## src/rtl/adder_share_ctrl_pkg.sv

```systemverilog
// adder_share_ctrl_pkg
//   Shared definitions for the adder-sharing controller slice.
//   The macro block mirrors the shared define.v contents (operand size,
//   adder group size, controller state encodings). It is guarded so that a
//   project-wide define.v can supply the same names.
//   The package exposes the controller state type and default sizes.
`ifndef ADDER_SHARE_CTRL_DEFINES
`define ADDER_SHARE_CTRL_DEFINES
`ifndef INPUTSIZE
`define INPUTSIZE 16
`endif
`ifndef GROUPSIZE
`define GROUPSIZE 4
`endif
`define ADDCTRL_IDLE    2'b00
`define ADDCTRL_COMPUTE 2'b01
`define ADDCTRL_RESP    2'b10
`endif

package adder_share_ctrl_pkg;

  // Controller states; encodings come from the shared defines so that
  // other blocks decoding the state see the same values.
  typedef enum logic [1:0] {
    ST_IDLE    = `ADDCTRL_IDLE,
    ST_COMPUTE = `ADDCTRL_COMPUTE,
    ST_RESP    = `ADDCTRL_RESP
  } ctrl_state_e;

  localparam int DEF_WIDTH  = `INPUTSIZE;
  localparam int GROUP_SIZE = `GROUPSIZE;

endpackage

```

## src/rtl/Brent_Kung_Adder.sv

```systemverilog
// Brent_Kung_Adder
//   Unsigned `INPUTSIZE-bit adder built on a Brent-Kung parallel prefix tree.
//   Ports:
//     A, B : operands (`INPUTSIZE bits)
//     cin  : carry-in (1 bit, vector form [0:0])
//     S    : sum with carry-out in the MSB (`INPUTSIZE+1 bits)
//   Purely combinational.
module Brent_Kung_Adder (
  input  logic [`INPUTSIZE-1:0] A,
  input  logic [`INPUTSIZE-1:0] B,
  input  logic [0:0]            cin,
  output logic [`INPUTSIZE:0]   S
);

  localparam int N   = `INPUTSIZE;
  localparam int L   = (N > 1) ? $clog2(N) : 1;
  // L up-sweep levels followed by L-1 down-sweep levels.
  localparam int NST = 2 * L - 1;

  logic [N:0] carry;

  // Each stage owns its own generate/propagate vectors; stage k reads
  // stage k-1 only, so there is no combinational self-dependency.
  for (genvar si = 0; si <= NST; si++) begin : g_stage
    logic [N-1:0] g_o;
    logic [N-1:0] p_o;
    if (si == 0) begin : g_init
      assign g_o = A & B;
      assign p_o = A ^ B;
    end else begin : g_step
      localparam int ST     = si - 1;
      localparam int LVL    = (ST < L) ? ST : (2 * L - 2 - ST);
      localparam int HALF   = 1 << LVL;
      localparam int STRIDE = 2 * HALF;
      for (genvar gi = 0; gi < N; gi++) begin : g_bit
        // Up-sweep combines at the top of every aligned block; the
        // down-sweep fills the midpoints left open by the up-sweep.
        localparam bit UP = (ST < L) && (((gi + 1) % STRIDE) == 0);
        localparam bit DN = (ST >= L) && (gi >= STRIDE) &&
                            (((gi + 1 - HALF) % STRIDE) == 0);
        if (UP || DN) begin : g_comb
          assign g_o[gi] = g_stage[si-1].g_o[gi] |
                           (g_stage[si-1].p_o[gi] & g_stage[si-1].g_o[gi-HALF]);
          assign p_o[gi] = g_stage[si-1].p_o[gi] & g_stage[si-1].p_o[gi-HALF];
        end else begin : g_pass
          assign g_o[gi] = g_stage[si-1].g_o[gi];
          assign p_o[gi] = g_stage[si-1].p_o[gi];
        end
      end
    end
  end

  // After the tree, bit i holds the group (generate, propagate) of [i:0].
  assign carry[0] = cin[0];
  for (genvar gi = 0; gi < N; gi++) begin : g_sum
    assign carry[gi+1] = g_stage[NST].g_o[gi] | (g_stage[NST].p_o[gi] & cin[0]);
    assign S[gi]       = g_stage[0].p_o[gi] ^ carry[gi];
  end
  assign S[N] = carry[N];

endmodule

```

## src/rtl/rr_arbiter.sv

```systemverilog
// rr_arbiter
//   Combinational round-robin pick: grants the first requester at or after
//   ptr, searching circularly. The pointer register lives in the caller.
//   Ports:
//     req       : request vector (N bits)
//     ptr       : search start index (IDW bits)
//     en        : arbitration enable; no grant when low
//     grant     : one-hot grant or zero
//     grant_idx : index of the granted requester (0 when no grant)
module rr_arbiter #(
  parameter int N   = 4,
  parameter int IDW = (N > 1) ? $clog2(N) : 1
) (
  input  logic [N-1:0]   req,
  input  logic [IDW-1:0] ptr,
  input  logic           en,
  output logic [N-1:0]   grant,
  output logic [IDW-1:0] grant_idx
);

  always_comb begin
    int  cand;
    logic found;
    grant     = '0;
    grant_idx = '0;
    found     = 1'b0;
    cand      = 0;
    if (en) begin
      for (int k = 0; k < N; k++) begin
        cand = (int'(ptr) + k) % N;
        if (!found && req[cand]) begin
          found       = 1'b1;
          grant[cand] = 1'b1;
          grant_idx   = IDW'(cand);
        end
      end
    end
  end

endmodule

```

## src/rtl/adder_share_ctrl.sv

```systemverilog
// adder_share_ctrl
//   Shares one Brent_Kung_Adder between NREQ requesters. A round-robin
//   arbiter picks one request per transaction; operands are registered
//   into the adder and the (WIDTH+1)-bit sum is returned on one response
//   channel tagged with the requester id.
//   Ports:
//     clk, rst            : clock, synchronous active-high reset
//     req_valid/req_ready : per-requester handshake (req_ready one-hot or 0)
//     req_a, req_b        : packed operands, requester i at [i*WIDTH +: WIDTH]
//     rsp_valid/rsp_ready : response handshake
//     rsp_sum, rsp_id     : sum with carry-out in MSB, owning requester
//     ops_done            : wrapping count of response handshakes
//     busy                : high whenever the controller is not idle
module adder_share_ctrl
  import adder_share_ctrl_pkg::*;
#(
  parameter int NREQ  = 4,
  parameter int IDW   = 2,
  parameter int WIDTH = `INPUTSIZE
) (
  input  logic                  clk,
  input  logic                  rst,
  input  logic [NREQ-1:0]       req_valid,
  output logic [NREQ-1:0]       req_ready,
  input  logic [NREQ*WIDTH-1:0] req_a,
  input  logic [NREQ*WIDTH-1:0] req_b,
  output logic                  rsp_valid,
  input  logic                  rsp_ready,
  output logic [WIDTH:0]        rsp_sum,
  output logic [IDW-1:0]        rsp_id,
  output logic [15:0]           ops_done,
  output logic                  busy
);

  ctrl_state_e      state_reg;
  logic [IDW-1:0]   ptr_reg;
  logic [WIDTH-1:0] op_a_reg;
  logic [WIDTH-1:0] op_b_reg;
  logic [IDW-1:0]   id_reg;
  logic [WIDTH:0]   rsp_sum_reg;
  logic [IDW-1:0]   rsp_id_reg;
  logic             rsp_valid_reg;
  logic [15:0]      ops_done_reg;

  logic [NREQ-1:0]  grant;
  logic [IDW-1:0]   grant_idx;
  logic             arb_en;
  logic             accept;
  logic             rsp_hs;
  logic [IDW-1:0]   ptr_next;
  logic [WIDTH:0]   adder_s;

  logic [WIDTH-1:0] req_a_arr [NREQ];
  logic [WIDTH-1:0] req_b_arr [NREQ];

  for (genvar gi = 0; gi < NREQ; gi++) begin : g_slice
    assign req_a_arr[gi] = req_a[gi*WIDTH +: WIDTH];
    assign req_b_arr[gi] = req_b[gi*WIDTH +: WIDTH];
  end

  // A new request can be taken when idle, or in RESP on the very cycle the
  // current result is consumed, giving back-to-back ops every two cycles.
  assign arb_en = (state_reg == ST_IDLE) ||
                  ((state_reg == ST_RESP) && rsp_ready);

  rr_arbiter #(
    .N   (NREQ),
    .IDW (IDW)
  ) u_arb (
    .req       (req_valid),
    .ptr       (ptr_reg),
    .en        (arb_en),
    .grant     (grant),
    .grant_idx (grant_idx)
  );

  assign req_ready = grant;
  assign accept    = |grant;
  assign rsp_hs    = rsp_valid_reg & rsp_ready;
  assign ptr_next  = (grant_idx == IDW'(NREQ - 1)) ? '0 : grant_idx + 1'b1;

  // Adder sees registered operands only.
  Brent_Kung_Adder u_adder (
    .A   (op_a_reg),
    .B   (op_b_reg),
    .cin (1'b0),
    .S   (adder_s)
  );

  always_ff @(posedge clk) begin
    if (rst) begin
      state_reg     <= ST_IDLE;
      ptr_reg       <= '0;
      op_a_reg      <= '0;
      op_b_reg      <= '0;
      id_reg        <= '0;
      rsp_sum_reg   <= '0;
      rsp_id_reg    <= '0;
      rsp_valid_reg <= 1'b0;
      ops_done_reg  <= '0;
    end else begin
      // Counter is rewritten every cycle so it always reflects its own
      // current value plus the handshake.
      ops_done_reg <= ops_done_reg + {15'd0, rsp_hs};

      // Accept can only fire in IDLE or RESP (arb_en gates the arbiter).
      if (accept) begin
        op_a_reg <= req_a_arr[grant_idx];
        op_b_reg <= req_b_arr[grant_idx];
        id_reg   <= grant_idx;
        ptr_reg  <= ptr_next;
      end

      case (state_reg)
        ST_IDLE: begin
          if (accept) state_reg <= ST_COMPUTE;
        end
        ST_COMPUTE: begin
          rsp_sum_reg   <= adder_s;
          rsp_id_reg    <= id_reg;
          rsp_valid_reg <= 1'b1;
          state_reg     <= ST_RESP;
        end
        ST_RESP: begin
          if (rsp_ready) begin
            rsp_valid_reg <= 1'b0;
            state_reg     <= accept ? ST_COMPUTE : ST_IDLE;
          end
        end
        default: state_reg <= ST_IDLE;
      endcase
    end
  end

  assign rsp_valid = rsp_valid_reg;
  assign rsp_sum   = rsp_sum_reg;
  assign rsp_id    = rsp_id_reg;
  assign ops_done  = ops_done_reg;
  assign busy      = (state_reg != ST_IDLE);

endmodule

```

## config.mk

```make
export PLATFORM = sky130hd
export DESIGN_NAME = adder_share_ctrl
export DESIGN_NICKNAME = d
export VERILOG_FILES = /design/src/rtl/adder_share_ctrl_pkg.sv /design/src/rtl/Brent_Kung_Adder.sv /design/src/rtl/rr_arbiter.sv /design/src/rtl/adder_share_ctrl.sv
export SDC_FILE = /design/constraint.sdc
export NUM_CORES = 1
export LEC_CHECK = 0
export ABC_AREA = 1
export CELL_PAD_IN_SITES_DETAIL_PLACEMENT = 2
export CELL_PAD_IN_SITES_GLOBAL_PLACEMENT = 2
export CORE_ASPECT_RATIO = 0.7
export CORE_UTILIZATION = 26
export DETAILED_ROUTE_END_ITERATION = 8
export HOLD_SLACK_MARGIN = 0.03
export PLACE_DENSITY = 0.95
export SKIP_LAST_GASP = 1
export SYNTH_ARGS = -nofsm -noshare
export SYNTH_HDL_FRONTEND = slang
export SYNTH_HIERARCHICAL = 1
export SYNTH_SLANG_ARGS = --single-unit
export TNS_END_PERCENT = 100
```

## constraint.sdc

```tcl
create_clock -name clk -period 5.1 [get_ports clk]
set_input_delay 0.765 -clock clk [delete_from_list [all_inputs] [get_ports clk]]
set_output_delay 0.765 -clock clk [all_outputs]
set_load 0.01 [all_outputs]
```

==> results of run 1 <==
[placed cells by master, fill, tap and decap left out, types with 3 or more instances in the layout]
cell,n
nor3_1,3
nand2_1,114
inv_1,93
o21ai_1,17
nor2_1,182
clkinvlp_4,3
nand2_2,18
xnor2_1,5
inv_2,5
buf_4,7
o21bai_1,29
nor2_4,4
dfxtp_1,74
o211ai_1,6
nand3_2,4
clkbuf_16,9
xor2_1,11
nand2_4,4
nand4_1,6
a21oi_1,22
conb_1,4
nand3_1,27
a21boi_0,5
o21ai_0,108
ha_1,27
clkdlybuf4s50_1,175
[power groups by stage]
stage | logic (mW) | clock network (mW) | registers, mW
after CTS | 3.43 | 0.712 | 0.917
final | 3.38 | 0.694 | 0.917
after global placement | 3.14 | 0 | 0.909
after floorplan | 2.36 | 0 | 0.885
after global routing | 3.82 | 0.732 | 0.934
after detailed placement | 3.37 | 0 | 0.919
[routing by layer]
| metal | part of all wire, % | global-route usage, % | vias up |
|---|---|---|---|
| met5 | 0 | 0 | - |
| met4 | 1.2 | 4.69 | 0 |
| met3 | 3.4 | 3.40 | 22 |
| met2 | 49 | 39.3 | 113 |
| met1 | 46 | 27.1 | 2879 |
| li1 | - | - | 2905 |
[logic make-up after synthesis]
logic type | after synthesis | synth area share (%)
xor gates and xnor gates | 16 | 2.68
and+or+nand+nor | 367 | 30.3
DFF | 74 | 28.4
other | 1 | 0.0718
adders and majority gates | 28 | 6.85
buffers and inverters | 138 | 11.1
AOI/OAI and AO/OA | 192 | 20.6
[cell type report]
class | count | area [um2] | area share (%)
Multi-Input combinational cell | 607 | 3170 | 42.3
Tap cell | 264 | 330 | 4.40
Sequential cell | 74 | 1480 | 19.7
Clock inverter | 6 | 91.3 | 1.22
Timing Repair Buffer | 183 | 1830 | 24.4
Clock buffer | 10 | 229 | 3.05
Inverter | 99 | 372 | 4.95
[per-stage QoR]
step | total power, mW | cells | util [%]
after floorplan | 3.25 | 819 | -
after global placement | 4.05 | 1226 | 37.1
after detailed placement | 4.29 | 1226 | 37.1
after CTS | 5.06 | 1242 | 38.8
after global routing | 5.49 | 1243 | 38.9
final | 4.99 | 1243 | 38.9
[worst paths after layout]
path / start / endpoint / slack, ns / cells past startpoint
worst min-delay path: state_reg[0] / state_reg[0] / 0.48 / 1
worst min register to register: state_reg[0] / state_reg[0] / 0.48 / 1
worst max-delay path: ptr_reg[1] / req_ready[1] / 1.21 / 11
worst max register to register: ptr_reg[1] / op_b_reg[5] / 1.56 / 15
[synthesized netlist by cell type (all sizes together), types with 3 or more instances]
master  instances
nand2         136
nor3            3
xor2           11
o211ai          6
nor2          188
clkbuf         20
a21oi          22
buf            19
ha             27
a21boi          5
dfxtp          74
inv            99
nand4           6
o21ai         125
o21bai         30
nand3          32
xnor2           5
==> impl_metrics.tcl, run 1 <==
set metrics [dict create \
    dr.first_iter.drc_count 243 \
    worstMarginPinSlew_ns 0.890 \
    cts_tree "done" \
    num_rows 42 \
    start_util_pct 27.1 \
    num_vias 5919 \
    place_hpwl_mm 16.4 \
    layout.nets 1137 \
    h-tree-depth 3 \
    seq_power_share_pct 18.4 \
    clock_latency_ns 0.33 \
    io_pins 176 \
    place_congestion 0.912 \
    synth_seq_area_share_pct 28.4 \
    relSlewSlack_pct 40.7 \
    crit_required_ns 4.34 \
    dieArea_um2 20700 \
    synthFlopType "dfxtp_1" \
    drive_gt1_share_pct 6.33 \
    fin_crit_sh_pct 76.2 \
    setup_viol 0 \
    vias_per_cell 4.76 \
    comb_power_share_pct 67.7 \
    grt_usage_pct 21.8 \
    syn_avg_cell_area_um2 6.40 \
    p_leak_nw 3.48 \
    drc 0 \
    async_flop_share_pct 0 \
    slowest_delay_ns 0.56 \
    startpoint_type "register" \
    cp-end-kind "primary output" \
    drv_cap 0 \
    synth_cell_types 36 \
    path_max_fanout 8 \
    largest_reg_flops 17 \
    vdd_drop_max_mv 0.281 \
    status "finished, final reports clean" \
    drtAntennaViolNets 0 \
    synth_top_cell_by_area "dfxtp_1" \
    post_cts_buffers 0 \
    core_um2 19300 \
    power_switching_mw 2.65 \
    period_needed_ns 3.89 \
    antenna_cells 0 \
    cp_slowest_cell "dfxtp_1" \
    hold_path.class "reg2reg" \
    grt_max_degree 73 \
    p_sw_share_pct 53.1 \
    grt_pass1_vias 6541 \
    grt_pass1_wl_mm 34.8 \
    dpl_cell_area_um2 7160 \
    cp_num_buf_inv 4 \
    root_buffer "clkbuf_16" \
    critPathTopFamily "buffers and inverters" \
    post-place-ws_ns 1.51 \
    p_clk_share_pct 13.9 \
    ctsHoldBuffers 0 \
    finalClockSkew_ns 0.00778 \
    drtPass1Iterations 4 \
    fill_cells 2294 \
    numCtsBuffers 9 \
    clk_pin_slew_worst_paths_ns 0.06 \
    final_cell_area_um2 7510 \
    io_buffers 175 \
    syn2layout_area_growth_pct 43.8 \
    chipHeight_um 121 \
    crit_path_cell_trace "inv_1 -> ha_1 -> inv_1 -> nand3_1 -> nand2_1 -> nor2_2 -> a21oi_1 -> nand3_1 -> nand2_1 -> inv_1 -> clkdlybuf4s50_1" \
    yosys_warnings 6 \
    clkSinkCount 74 \
    ys_ff_latch 74 \
    cpMostUsedCell "inv_1" \
    worst-endpoint-arrival_ns 3.12 \
    yosys.area.top_type_share_pct 28.4 \
    antenna_found_initial 0 \
    hold_viol 0 \
    drv_slew 0 \
    rsz0062_at_grt "no" \
    overflow 0 \
    drt-total-wl_mm 21.9 \
    p_int_mw 2.34 \
    hold_slack_ns 0.476 \
    die_x_um 171 \
    wl_per_cell_um 17.6 \
    syn_inst 816 \
    cts_resized 0 \
    cts_buffer_depth 2 \
    crit_type "reg2out" \
    p_per_area_nw_per_um2 665 \
    netlist_top_cells_area "dfxtp_1 (28%), nor2_1 (13%), o21ai_0 (10%)" \
    fin_ws_ns 1.21 \
    fmaxAchievable_mhz 257 \
    tns_ns 0 \
    synth_area_um2 5220 \
    synth-edff-count 0 \
]
(Power assumes the default switching activity.)
==> inputs of run 2 (changes only) <==
--- a/config.mk
+++ b/config.mk
@@ -9,10 +9,10 @@
 export CELL_PAD_IN_SITES_DETAIL_PLACEMENT = 2
 export CELL_PAD_IN_SITES_GLOBAL_PLACEMENT = 2
 export CORE_ASPECT_RATIO = 0.7
-export CORE_UTILIZATION = 26
+export CORE_UTILIZATION = 24
 export DETAILED_ROUTE_END_ITERATION = 8
 export HOLD_SLACK_MARGIN = 0.03
-export PLACE_DENSITY = 0.95
+export PLACE_DENSITY = 0.9
 export SKIP_LAST_GASP = 1
 export SYNTH_ARGS = -nofsm -noshare
 export SYNTH_HDL_FRONTEND = slang
==> constraint.sdc (replaced) <==
create_clock -name clk -period 3.95 [get_ports clk]
set_input_delay 0.5925 -clock clk [delete_from_list [all_inputs] [get_ports clk]]
set_output_delay 0.5925 -clock clk [all_outputs]
set_load 0.01 [all_outputs]
==> run 2 against run 1 <==
Against the previous run:
- power is 28% higher
- non-clock buffer count rose by 1
- utilization fell by 3.1 points
- final cell count up 1.0%
- critical path depth did not move
- flip-flop and latch count unchanged
- worst setup slack got worse by 0.88 ns
- critical path type unchanged
- first-iteration DRC count fell by 7.4%
- wire length is 5.7% lower
- largest power group unchanged
- sequential power rose by 28%
- largest cell class unchanged
- combinational power up 27%
- worst hold slack better by 0.0092 ns
==> impl_metrics.tcl, run 2 (synthesized netlist as in run 1, its figures left out) <==
set metrics [dict create \
    status "finished, final reports clean" \
    layout_common_cells "nor2_1 (182), clkdlybuf4s50_1 (175), nand2_1 (114)" \
    startpoint_type "register" \
    grt_max_degree 73 \
    io_buffers 175 \
    h-tree-depth 3 \
    p_leak_nw 3.50 \
    root_buffer "clkbuf_16" \
    dr.first_iter.drc_count 225 \
    reg2reg_slack_ns 0.52 \
    numCtsBuffers 9 \
    period_needed_ns 3.62 \
    grt_pass1_wl_mm 33.0 \
    wl_per_cell_um 16.5 \
    hp-start "id_reg[1]" \
    drc 0 \
    finalClockSkew_ns 0.00726 \
    core_um2 21000 \
    relSlewSlack_pct 50.8 \
    io_pins 176 \
    drive_gt1_share_pct 6.53 \
    cts_tree "done" \
    fill_cells 2512 \
    post_cts_buffers 0 \
    rr_startpoint "ptr_reg[1]" \
    whs_endpoint "rsp_id[1]" \
    place_hpwl_mm 15.9 \
    multi_input_area_um2 3170 \
    largest_reg_flops 17 \
    r2r_cells 17 \
    setup_viol 0 \
    crit_required_ns 3.36 \
    clock_latency_ns 0.34 \
    vdd_drop_max_mv 0.461 \
    drt-total-wl_mm 20.7 \
    num_vias 5860 \
    worst-endpoint-arrival_ns 3.03 \
    drv_cap 0 \
    final_common_cell "nor2_1" \
    holdPathStages 2 \
    use_met1_pct 24.2 \
    ctsHoldBuffers 0 \
    fin_ws_ns 0.330 \
    p_per_area_nw_per_um2 848 \
    antenna_found_initial 0 \
    num_rows 44 \
    worstMarginPinSlew_ns 0.739 \
    syn2layout_area_growth_pct 44.2 \
    regArea_um2 1480 \
    hold_path.class "reg2reg" \
    post-place-ws_ns 0.547 \
    cts_buffer_depth 2 \
    fin_crit_sh_pct 91.6 \
    drv_slew 0 \
    grt_usage_pct 18.8 \
    start_util_pct 24.8 \
    dieArea_um2 22400 \
    cts_resized 0 \
    grt_pass1_vias 6426 \
    tns_ns 0 \
    hold_viol 0 \
    antenna_cells 0 \
    drtAntennaViolNets 0 \
    clk_pin_slew_worst_paths_ns 0.06 \
    vias_per_cell 4.67 \
    path_max_fanout 8 \
    layout.nets 1138 \
    clkSinkCount 74 \
    crit_type "reg2out" \
    reg2reg_to "op_a_reg[9]" \
    cp-end-kind "primary output" \
    grtUsageMet3_pct 4.56 \
    fmaxAchievable_mhz 276 \
    drtPass1Iterations 4 \
    gr-usage-met2_pct 31.9 \
    busiest_layer "met2" \
    chipHeight_um 125 \
    overflow 0 \
    place_congestion 0.790 \
    rsz0062_at_grt "no" \
    die_x_um 178 \
]
[run 2: report_power, final]
group	internal, mW	switching, mW	leakage [nW]
combinational	1.50	2.78	2.73
clock	0.604	0.327	0.165
sequential	0.994	0.179	0.609
total	3.10	3.28	3.50
[run 2: area by class of cell]
class / instances / area share (%)
tap: 276 / 4.59
clock inverter: 4 / 0.964
multi-input combinational: 607 / 42.1
inverter: 99 / 4.93
timing repair buffer: 184 / 24.2
sequential: 74 / 19.7
clock buffer: 12 / 3.54
[run 2: worst max path at each step]
stage	start	endpoint	cells past startpoint	slack, ns
2_1_floorplan	ptr_reg[0]	op_a_reg[12]	19	1.42
3_3_place_gp	req_valid[1]	op_b_reg[6]	15	0.66
3_5_place_dp	req_valid[2]	op_a_reg[9]	17	0.55
4_1_cts	ptr_reg[1]	req_ready[1]	11	0.33
5_1_grt	ptr_reg[1]	req_ready[1]	11	0.16
6_report	ptr_reg[1]	req_ready[1]	11	0.33
[run 2: worst max-delay path, cell delays in order, from the launching register on]
cell,delay [ns]
dfxtp_1,0.52
inv_1,0.25
ha_1,0.44
inv_1,0.11
nand3_1,0.10
nand2_1,0.11
nor2_2,0.23
a21oi_1,0.13
nand3_1,0.11
nand2_1,0.06
inv_1,0.08
clkdlybuf4s50_1,0.54
[run 2: routing by layer]
layer / vias up / part of all wire, %
met3: 14 / 5.1
met4: 0 / 0.74
li1: 2907 / -
met5: - / 0
met2: 123 / 47
met1: 2816 / 47
[run 2: stage by stage]
step,hold slack [ns],cell area [um2],power (mW),utilization (%),std cells
5_1_grt,0.503,7530,7.03,35.8,1256
4_1_cts,0.490,7530,6.51,35.8,1256
2_1_floorplan,0.444,5230,4.19,-,819
6_report,0.486,7530,6.38,35.8,1256
3_3_place_gp,0.466,7190,5.29,34.2,1240
3_5_place_dp,0.482,7190,5.50,34.2,1240
==> variant, RTL diff (flow settings as in run 2) <==
Reset style: asynchronous (`rst`), changed in one clocked block. Comments in the files are not updated.
--- a/src/rtl/adder_share_ctrl.sv
+++ b/src/rtl/adder_share_ctrl.sv
@@ -88,5 +88,5 @@
   );
 
-  always_ff @(posedge clk) begin
+  always_ff @(posedge clk or posedge rst) begin
     if (rst) begin
       state_reg     <= ST_IDLE;
Formal check against the unedited RTL: differs if rst is asserted again (counterexample within 4 cycles, from zero or initial values and one cycle with rst high); with rst held inactive, the same outputs for 4 cycles.
==> variant against run 2 <==
- cell area up 3.5%
- total power up 27%
- setup slack better by 0.016 ns
- synthesized area up 3.6%
- die area up 3.6%
- core utilization down 0.24 points
- routed wire length up 1.3%
- sequential cell count unchanged
- maximum frequency up 0.44%
==> variant: results <==
metrics = {
    "run_status": {
        "status": "complete, no violations",
    },
    "global_route": {
        "grt_start_max_net_pins": 86,
        "track_usage_pct": 18.6,
        "grt_pass1_vias": 6108,
        "grt_first_pass_wirelength_mm": 33.5,
    },
    "placed_design": {
        "dp_hpwl_mm": 16.5,
        "post-place-ws_ns": 0.637,
        "io_buffers": 175,
        "dp_cells": 1192,
        "place_area_um2": 7480,
        "gp_congestion": 0.880,
    },
    "logic_synthesis": {
        "netlist_instances": 756,
        "netlist_top_cells_area": "dfrtp_1, nand2_1, nand3_1",
        "synth_cell_type_count": 37,
        "ys_async_sr_fraction_pct": 100,
        "synth-seq-area-share_pct": 34.2,
        "ys.flop_type": "dfrtp_1",
        "synth_common_cells": "nand2_1, nand3_1, nor2_1, dfrtp_1, inv_1",
    },
    "setup_path": {
        "cp_max_fo": 10,
        "arrival_ns": 3.01,
        "reg2reg_depth": 15,
        "r2r_end": "op_b_reg[10]",
        "worst_r2r_startpoint": "ptr_reg[0]",
        "r2r_slack_ns": 0.68,
        "cp_slowest_stage_delay_ns": 0.60,
    },
    "final_layout": {
        "multi_input_cells": 584,
        "signal_buffers": 185,
        "clock_area_share_pct": 3.93,
        "nNetsFinal": 1084,
        "multi_input_area_share_pct": 40.6,
        "multi_input_area_um2": 3160,
        "sh_seq_area_pct": 23.8,
        "buf_share_pct": 23.9,
        "clock_buffers": 11,
        "fill_cells": 2506,
        "layout-drive-gt1-share_pct": 9.40,
        "inverters": 67,
    },
    "detailed_routing": {
        "via_count": 5654,
        "drtIter0Drc": 197,
        "viasPerCell": 4.68,
        "wl_per_cell_um": 17.3,
    },
    "pwr": {
        "vdd_drop_max_mv": 0.603,
        "p_leak_nw": 3.74,
    },
    "sta": {
        "fin_hold_ws_ns": 0.504,
        "clock_skew_ns": 0.00896,
        "worst_pin_slew_ns": 1.09,
    },
    "clocking": {
        "cts_inserted_buffers": 9,
        "cts_resized": 0,
        "htree_levels": 3,
    },
    "floorplan": {
        "nWellTaps": 282,
    },
    "hold_path": {
        "hold_depth": 1,
        "holdPathEnd": "rsp_id[1]",
        "worstHoldStart": "rsp_id[1]",
    },
    "flow_run": {
        "maxCapViolCount": 0,
    },
}
[variant: logic make-up (layout without fill, tap and decap cells)]
group / after synthesis / after routing / share of synthesized area, %
adder cells (fa/ha/maj): 28 / 28 / 6.61
multiplexers: 19 / 19 / 3.95
buffers and inverters: 101 / 268 / 7.68
flip-flops: 74 / 74 / 34.2
XOR/XNOR: 21 / 21 / 3.40
AND/OR/NAND/NOR: 456 / 456 / 37.2
other: 1 / 4 / 0.0693
AO/OA/AOI/OAI: 56 / 56 / 6.84
[variant: metal layers]
metal  routed length [um]  global-route usage, %  part of all wire, %
met1                10600                   26.2                   51
met2                 9070                   29.1                   43
met3                 1070                   4.30                  5.1
met4                  195                   3.29                 0.93
met5                    0                      0                    0
[variant: worst max path at each step]
stage | to | slack, ns | startpoint | depth (start not counted)
2_1_floorplan | id_reg[0] | 1.48 | rst | 1
3_5_place_dp | req_ready[0] | 0.64 | req_valid[1] | 11
4_1_cts | req_ready[0] | 0.34 | ptr_reg[0] | 11
5_1_grt | req_ready[0] | 0.15 | ptr_reg[1] | 11
6_report | req_ready[0] | 0.35 | ptr_reg[0] | 11
3_3_place_gp | req_ready[0] | 0.74 | ptr_reg[0] | 11
[variant: worst reg2reg max path: cells and delay by family (launching register included)]
kind	cells	cell delay (ns)
flip-flops	1	0.56
AO/OA/AOI/OAI	2	0.39
AND/OR/NAND/NOR	8	1.06
adder cells (fa/ha/maj)	1	0.40
buffers and inverters	4	0.72
[variant: power breakdown]
group / total (W) / internal (W) / switching [W]
Sequential: 0.00142 / 0.00115 / 0.000272
Clock: 0.000854 / 0.000510 / 0.000344
Combinational: 0.00584 / 0.00215 / 0.00369
Total: 0.00812 / 0.00381 / 0.00431
